$ cat config.mk
export PLATFORM = sky130hd
export DESIGN_NAME = pipe_skid_reg
export DESIGN_NICKNAME = d
export VERILOG_FILES = /design/src/rtl/pipe_skid_reg.sv
export SDC_FILE = /design/constraint.sdc
export NUM_CORES = 1
export LEC_CHECK = 0
export BUFFER_PORTS_ARGS = -buffer_cell sky130_fd_sc_hd__buf_2
export CAP_MARGIN = 15
export CORE_UTILIZATION = 53
export CTS_BUF_LIST = sky130_fd_sc_hd__clkbuf_16
export DETAILED_ROUTE_END_ITERATION = 6
export PLACE_DENSITY = 0.88
export SLEW_MARGIN = 5
export SYNTH_ARGS = -nofsm -noshare
export SYNTH_HDL_FRONTEND = slang
export SYNTH_SLANG_ARGS = --single-unit
$ cat constraint.sdc
create_clock -name clk -period 2.26 [get_ports clk]
set_input_delay 0.452 -clock clk [delete_from_list [all_inputs] [get_ports clk]]
set_output_delay 0.452 -clock clk [all_outputs]
set_load 0.05 [all_outputs]
$ cat src/rtl/pipe_skid_reg.sv
// pipe_skid_reg: elastic pipeline stage with a main register, a one-entry skid
// register and a synchronous flush. in_ready/out_valid are decoded from the
// state register only, so no ready path crosses the stage combinationally.
module pipe_skid_reg #(
    parameter int unsigned            WIDTH        = 32,
    parameter logic [WIDTH-1:0]       RESET_VALUE  = '0,
    parameter logic [WIDTH-1:0]       BUBBLE_VALUE = '0
) (
    input  logic             clk,
    input  logic             clrn,
    input  logic             flush,
    input  logic             in_valid,
    output logic             in_ready,
    input  logic [WIDTH-1:0] in_data,
    output logic             out_valid,
    input  logic             out_ready,
    output logic [WIDTH-1:0] out_data,
    output logic [1:0]       occupancy
);

    typedef enum logic [1:0] {
        ST_EMPTY = 2'd0,
        ST_BUSY  = 2'd1,
        ST_FULL  = 2'd2
    } state_t;

    state_t           r_state;
    state_t           w_state_nxt;
    logic [WIDTH-1:0] r_main;
    logic [WIDTH-1:0] r_skid;
    logic [WIDTH-1:0] w_main_nxt;
    logic [WIDTH-1:0] w_skid_nxt;
    logic             w_in_fire;
    logic             w_out_fire;

    assign w_in_fire  = in_valid & in_ready;
    assign w_out_fire = out_valid & out_ready;

    // State register
    always_ff @(posedge clk or negedge clrn) begin
        if (!clrn) begin
            r_state <= ST_EMPTY;
        end else begin
            r_state <= w_state_nxt;
        end
    end

    // Next state and next data contents; flush overrides every handshake
    always_comb begin
        w_state_nxt = r_state;
        w_main_nxt  = r_main;
        w_skid_nxt  = r_skid;
        if (flush) begin
            w_state_nxt = ST_EMPTY;
            w_main_nxt  = BUBBLE_VALUE;
            w_skid_nxt  = BUBBLE_VALUE;
        end else begin
            case (r_state)
                ST_EMPTY: begin
                    if (w_in_fire) begin
                        w_main_nxt  = in_data;
                        w_state_nxt = ST_BUSY;
                    end
                end
                ST_BUSY: begin
                    if (w_in_fire && w_out_fire) begin
                        w_main_nxt = in_data;
                    end else if (w_in_fire) begin
                        w_skid_nxt  = in_data;
                        w_state_nxt = ST_FULL;
                    end else if (w_out_fire) begin
                        w_main_nxt  = BUBBLE_VALUE;
                        w_state_nxt = ST_EMPTY;
                    end
                end
                ST_FULL: begin
                    if (w_out_fire) begin
                        w_main_nxt  = r_skid;
                        w_skid_nxt  = BUBBLE_VALUE;
                        w_state_nxt = ST_BUSY;
                    end
                end
                default: begin
                    w_state_nxt = ST_EMPTY;
                end
            endcase
        end
    end

    // Data registers; they only change on the transitions chosen above
    always_ff @(posedge clk or negedge clrn) begin
        if (!clrn) begin
            r_main <= RESET_VALUE;
            r_skid <= RESET_VALUE;
        end else begin
            r_main <= w_main_nxt;
            r_skid <= w_skid_nxt;
        end
    end

    // Outputs decoded from the state register only
    always_comb begin
        in_ready  = (r_state != ST_FULL);
        out_valid = (r_state != ST_EMPTY);
        out_data  = r_main;
        case (r_state)
            ST_BUSY: occupancy = 2'd1;
            ST_FULL: occupancy = 2'd2;
            default: occupancy = 2'd0;
        endcase
    end

endmodule

# Word-level counts from Yosys, hierarchy flattened
# Index checks and enable logic that the tools add are counted.
[word_totals]
reg_bits = 66
input_bits = 37
output_inout_bits = 36
elab_cells = 41
[op_classes]
n_eq_ne = 10
n_mux = 18
n_bitwise = 2
reduce_logical = 8
[ops]
columns = ["op", "count"]
rows = [
  ["$mux 32", 8],
  ["$pmux 32 s3", 1],
  ["$pmux 32 s2", 1],
  ["$mux 2", 6],
  ["$ne 3x3->1 const B", 4],
  ["$ne 4x4->1 const B", 3],
  ["$reduce_and 4->1", 2],
  ["$pmux 2 s3", 1],
  ["$reduce_and 5->1", 1],
  ["$pmux 2 s2", 1],
  ["$reduce_bool 4->1", 1],
  ["$reduce_bool 3->1", 1],
  ["$and 1x1->1", 2],
  ["$eq 2x1->1 const B", 1],
  ["$eq 2x2->1 const B", 1],
  ["$logic_not 2->1", 1],
  ["$ne 2x2->1 const B", 1],
  ["$reduce_bool 2->1", 1],
  ["$logic_and 1x1->1", 1],
]

# Longest topological paths before layout
[depth]
word_depth = 7
depth_mapped = 7
ltp_nobuf = 6

# Worst setup path before layout
# Ideal clock, no wire load.
[synth_timing]
path_type = "register -> register"
from = "reg r_state[0]"
to = "reg r_main[10] (netlist: out_data[10])"
setup_ps = 79
arrival_ps = 1975
required_time_ps = 2181
slack_ps = 207
path_stages_with_launch = 8
path_buffers = 1
period_less_slack_ps = 2053
cell_sequence = "dfrtp_1 -> inv_1 -> ha_1 -> nand2b_4 -> nand2_1 -> a31oi_1 -> buf_2 -> o2bb2ai_1"
[synth_between]
elab_chain_len = 6
word_cells_on_any_way = 17
cone_classes = "7 x eq/ne; 3 x mux; 2 x bitwise; 5 x reduce/logical"
[synth_lines]
columns = ["element", "line_no", "rtl"]
rows = [
  ["from (decl)", "27", "state_t r_state;"],
  ["from (signal assigned)", "44", "r_state <= w_state_nxt;"],
  ["$ne 2x2->1 / $reduce_bool 2->1 (equally long branches)", "103, 104", ""],
  ["$and 1x1->1, on equally long branches", "36, 37", ""],
  ["$logic_and 1x1->1", "66", "if (w_in_fire && w_out_fire) begin"],
  ["$mux 32", "66", ""],
  ["$pmux 32 s3", "58", "case (r_state)"],
  ["$mux 32", "53", "if (flush) begin"],
  ["to (signal assigned)", "96", "r_main <= w_main_nxt;"],
  ["to (decl)", "29", "logic [WIDTH-1:0] r_main;"],
]
# Several ways; a longest one is shown, not always the timed one.
# A chain may end at the register's enable or synchronous reset.

# Worst setup path after layout
[layout_timing]
from = "reg r_state[0]"
to = "reg r_main[14] (netlist: out_data[14])"
# The elaborated chain is that of the path after synthesis.

==> results.md <==
* Post-route setup TNS at 0 ns
* Post-Syn Area at between 3000 and 4000 um^2
* Global-route wire length before repair at 12.54 mm
* Family with the most delay on the worst path: compound AO/OA/AOI/OAI gates
* Ratio of routed vias to standard cells at ~6.4
* Library cell occupying the most area in the post-synthesis netlist: sky130_fd_sc_hd__dfrtp_1
* Main combinational cell family by area after synthesis: compound AO/OA/AOI/OAI gates
* Root buffer cell: sky130_fd_sc_hd__clkbuf_16
* Global route overflow at 0
* Number of standard-cell rows in the floorplan at 27
* DRT Pass-1 Iters at 6
* Top FF cell, synth: sky130_fd_sc_hd__dfrtp_1
* Number of synthesized flops with an enable pin at 0
* Number of sinks on the clock net at 66
* HPWL after detailed placement at about 4.8 mm
* Count of buffers added by post-CTS timing repair for setup at 0
* Number of endpoints failing setup at the final stage at 0
* Kind of end point of the critical path: flop
* RD Place Congestion at about 0.76
* Layout cells sized above 1 at 0.2928
* Multiplexer share of the synthesized area at 0.003719
* Worst path cell trace: inv_1 > ha_1 > nand2b_4 > a21oi_1 > nand4b_1 > buf_4 > o2bb2ai_1
* Transition time at the pin with the least slew margin at a little under 0.6 ns
* Result of the run: complete, no violations
* H-tree lvl count at 3
* Yosys warning total at 0
* Post-synthesis simple-gate area fraction at 0.08471
* Worst Path Class, Setup: flop to flop
* Overall die width at 77.59 um
* Max-cap check violation count at 0
* CTS tree: done
* Placement-stage cell area at roughly 3500 um^2
* Fraction of registers with async set or reset after synthesis at 1.000
* Latest clock arrival within the worst-skew pair at between 0.3 and 0.4 ns
* Maximum frequency from static timing analysis at between 400 and 500 MHz
* Via count of the first global-routing pass at 2503
* Leak at approximately 1.8 nW
* Initial core utilization at 0.5499
* Syn_nets at roughly 330
* Placeable core region at 5507 um^2
* Final core area utilization at 0.6958
* Remaining antenna violation count at 0
* Share of the clock period used by the worst path after layout at 0.9377
* Maximum number of pins on one net before global-route repair at 67
* CP Buf/Inv Count at 2
* Final max-slew violation count at 0
* Initial antenna violation count at 0
* Number of placed I/O pins at between 70 and 80
* Maximum clock insertion buffer count at 2
* Power Density at between 1000 and 1500 nW/um^2
* Clk slew on worst S/H paths at 0.06 ns
* CP max-delay cell: sky130_fd_sc_hd__a21oi_1
* FF+latch count, synth at 66
* Setup repair after global routing missed its margin: false
* Critical path's largest stage delay at ~0.44 ns
* Post-layout power at 5.536 mW
* Synth unique cells at 27
* Die boundary height at ~78 um
* Nets at roughly 400
* Average wire per standard cell at approximately 18 um
* Number of hold-repair buffers added at the cts stage at 0
* Synth top area share at 0.5455
* Final period demand of the worst path at 2.119 ns
* Area growth, synth to finish at 26.53%
* Post-CTS resize count at 0
* Instance count of the mapped netlist at 290
* Peak fanout along the critical path at 17
* Arithmetic-cell share of the synthesized area counting full adders, half adders and majority gates at 0.01653
* Sequential element share of the synthesized area at 0.5455
* Worst Setup Start Kind: flop
* Avg Inst Size Synth at approximately 10 um^2
* Drt initial violations at 239
* Post-synthesis xor/xnor area fraction at 0.002893
* Cell types with the largest area share after synthesis: sky130_fd_sc_hd__dfrtp_1, sky130_fd_sc_hd__o2bb2ai_1, sky130_fd_sc_hd__a22oi_1
* Worst-case headroom to the max-slew limit at 0.6088
* Worst path arrival time at about 2.4 ns
* Area enclosed by the die boundary at about 6000 um^2
* Number of cells in the finished layout apart from fillers at roughly 430
* Design area at roughly 3800 um^2
* Antenna cell count at 0
* Total Wirelength at slightly below 8 mm
* Cell count after placement at 417
* Path class of the lowest-slack min-delay path: input pin to async pin
* Layout Skew at about 0.0076 ns
* CP required at 2.50 ns
* DRC violations left at 0
* Number of vias after detailed routing at 2768
* Number of hold violations in the final report at 0
* Number of clock buffers inserted by TritonCTS at 9
* Total of buffers placed on input and output ports at just over 70
* Overall global routing resource usage at 0.2692
* Highest ir drop seen on vdd at 0.7732 mV
* Area fraction in compound gates after synthesis at 0.2988
## state kept, by name (all words and copies together), names as in the netlist
signal and count:
r_skid 32, out_data 32, r_state 2
## layer usage
layer	GRT usage	part of all wire	wire [um]
met5	0	0	0
met4	0.1264	0.019	151
met3	0.05765	0.078	617
met2	0.4071	0.49	3854
met1	0.3700	0.42	3291
## cells by family after synthesis
logic type / Yosys count
buffers and inverters: 35
adders and majority gates: 4
and+or+nand+nor: 47
DFF: 66
xor gates and xnor gates: 1
AOI/OAI and AO/OA: 136
muxes: 1
## worst paths after layout
path                                     startpoint                        to  slack (ns)  cells past startpoint
setup / recovery             r_state[0]$_DFFE_PN0P_  out_data[14]$_DFFE_PN0P_        0.14                      7
hold / removal                                 clrn    r_state[0]$_DFFE_PN0P_        0.13                      2
setup reg to reg             r_state[0]$_DFFE_PN0P_  out_data[14]$_DFFE_PN0P_        0.14                      7
hold reg to reg            out_data[21]$_DFFE_PN0P_  out_data[21]$_DFFE_PN0P_        0.48                      1
max in group asynchronous                      clrn     r_skid[0]$_DFFE_PN0P_        1.83                      2
min in group clk                        in_data[29]    r_skid[29]$_DFFE_PN0P_        0.38                      3
## cells in the mapped netlist, types with 2 or more instances
cell type and count:
sky130_fd_sc_hd__o21ai_0 32, sky130_fd_sc_hd__o2bb2ai_1 32, sky130_fd_sc_hd__ha_1 4, sky130_fd_sc_hd__a22oi_1 33, sky130_fd_sc_hd__dfrtp_1 66, sky130_fd_sc_hd__nand3_1 31
sky130_fd_sc_hd__nor2_1 5, sky130_fd_sc_hd__nor3_1 2, sky130_fd_sc_hd__inv_1 6, sky130_fd_sc_hd__clkbuf_1 18, sky130_fd_sc_hd__buf_2 10, sky130_fd_sc_hd__a21oi_1 33
sky130_fd_sc_hd__nand2b_4 2, sky130_fd_sc_hd__nand2_1 2, sky130_fd_sc_hd__a22o_1 2
## power by group
part           internal [mW]  total, mW  switching [mW]
combinational          0.691       2.59            1.90
clock                  0.837       1.34           0.501
sequential              1.46       1.61           0.149
total                   2.99       5.54            2.55
## layout by cell type (no fill, tap or decap)
master and count:
sky130_fd_sc_hd__a31o_4 1, sky130_fd_sc_hd__ha_1 4, sky130_fd_sc_hd__clkinv_1 4, sky130_fd_sc_hd__o2bb2ai_1 32, sky130_fd_sc_hd__o31ai_4 1, sky130_fd_sc_hd__nor3_1 2
sky130_fd_sc_hd__nand2b_1 1, sky130_fd_sc_hd__nor2b_2 1, sky130_fd_sc_hd__and2_1 1, sky130_fd_sc_hd__nand4b_1 1, sky130_fd_sc_hd__o22ai_1 1, sky130_fd_sc_hd__nand3_1 31
sky130_fd_sc_hd__buf_12 2, sky130_fd_sc_hd__a22o_1 2, sky130_fd_sc_hd__nor2_1 4, sky130_fd_sc_hd__inv_1 6, sky130_fd_sc_hd__nand2b_4 2, sky130_fd_sc_hd__dfrtp_1 66
sky130_fd_sc_hd__nand2_1 2, sky130_fd_sc_hd__nor2_2 1, sky130_fd_sc_hd__bufinv_16 1, sky130_fd_sc_hd__mux2_2 1, sky130_fd_sc_hd__buf_2 72, sky130_fd_sc_hd__o21ai_0 32
sky130_fd_sc_hd__a22oi_1 33, sky130_fd_sc_hd__or4_1 1, sky130_fd_sc_hd__a31oi_4 2, sky130_fd_sc_hd__buf_4 10, sky130_fd_sc_hd__clkinvlp_4 2, sky130_fd_sc_hd__clkbuf_16 9
sky130_fd_sc_hd__xnor2_4 1, sky130_fd_sc_hd__a21oi_1 33
## stage by stage
step / hold WS, ns / setup slack, ns
global placement: 0.4671 / 0.1928
finish: 0.1285 / 0.1409
global route: 0.1729 / 0.02298
detailed placement: 0.4681 / 0.06382
floorplan: 0.1564 / 0.2065
CTS: 0.1555 / 0.02659
## layout make-up
class	count	area (um^2)
Sequential cell	66	1652
Timing Repair Buffer	84	475.5
Tap cell	72	90.09
Multi-Input combinational cell	190	1306
Inverter	6	22.52
Clock inverter	7	60.06
Fill cell	406	1675
Clock buffer	9	225.2
Power figures use the tool's default switching activity.
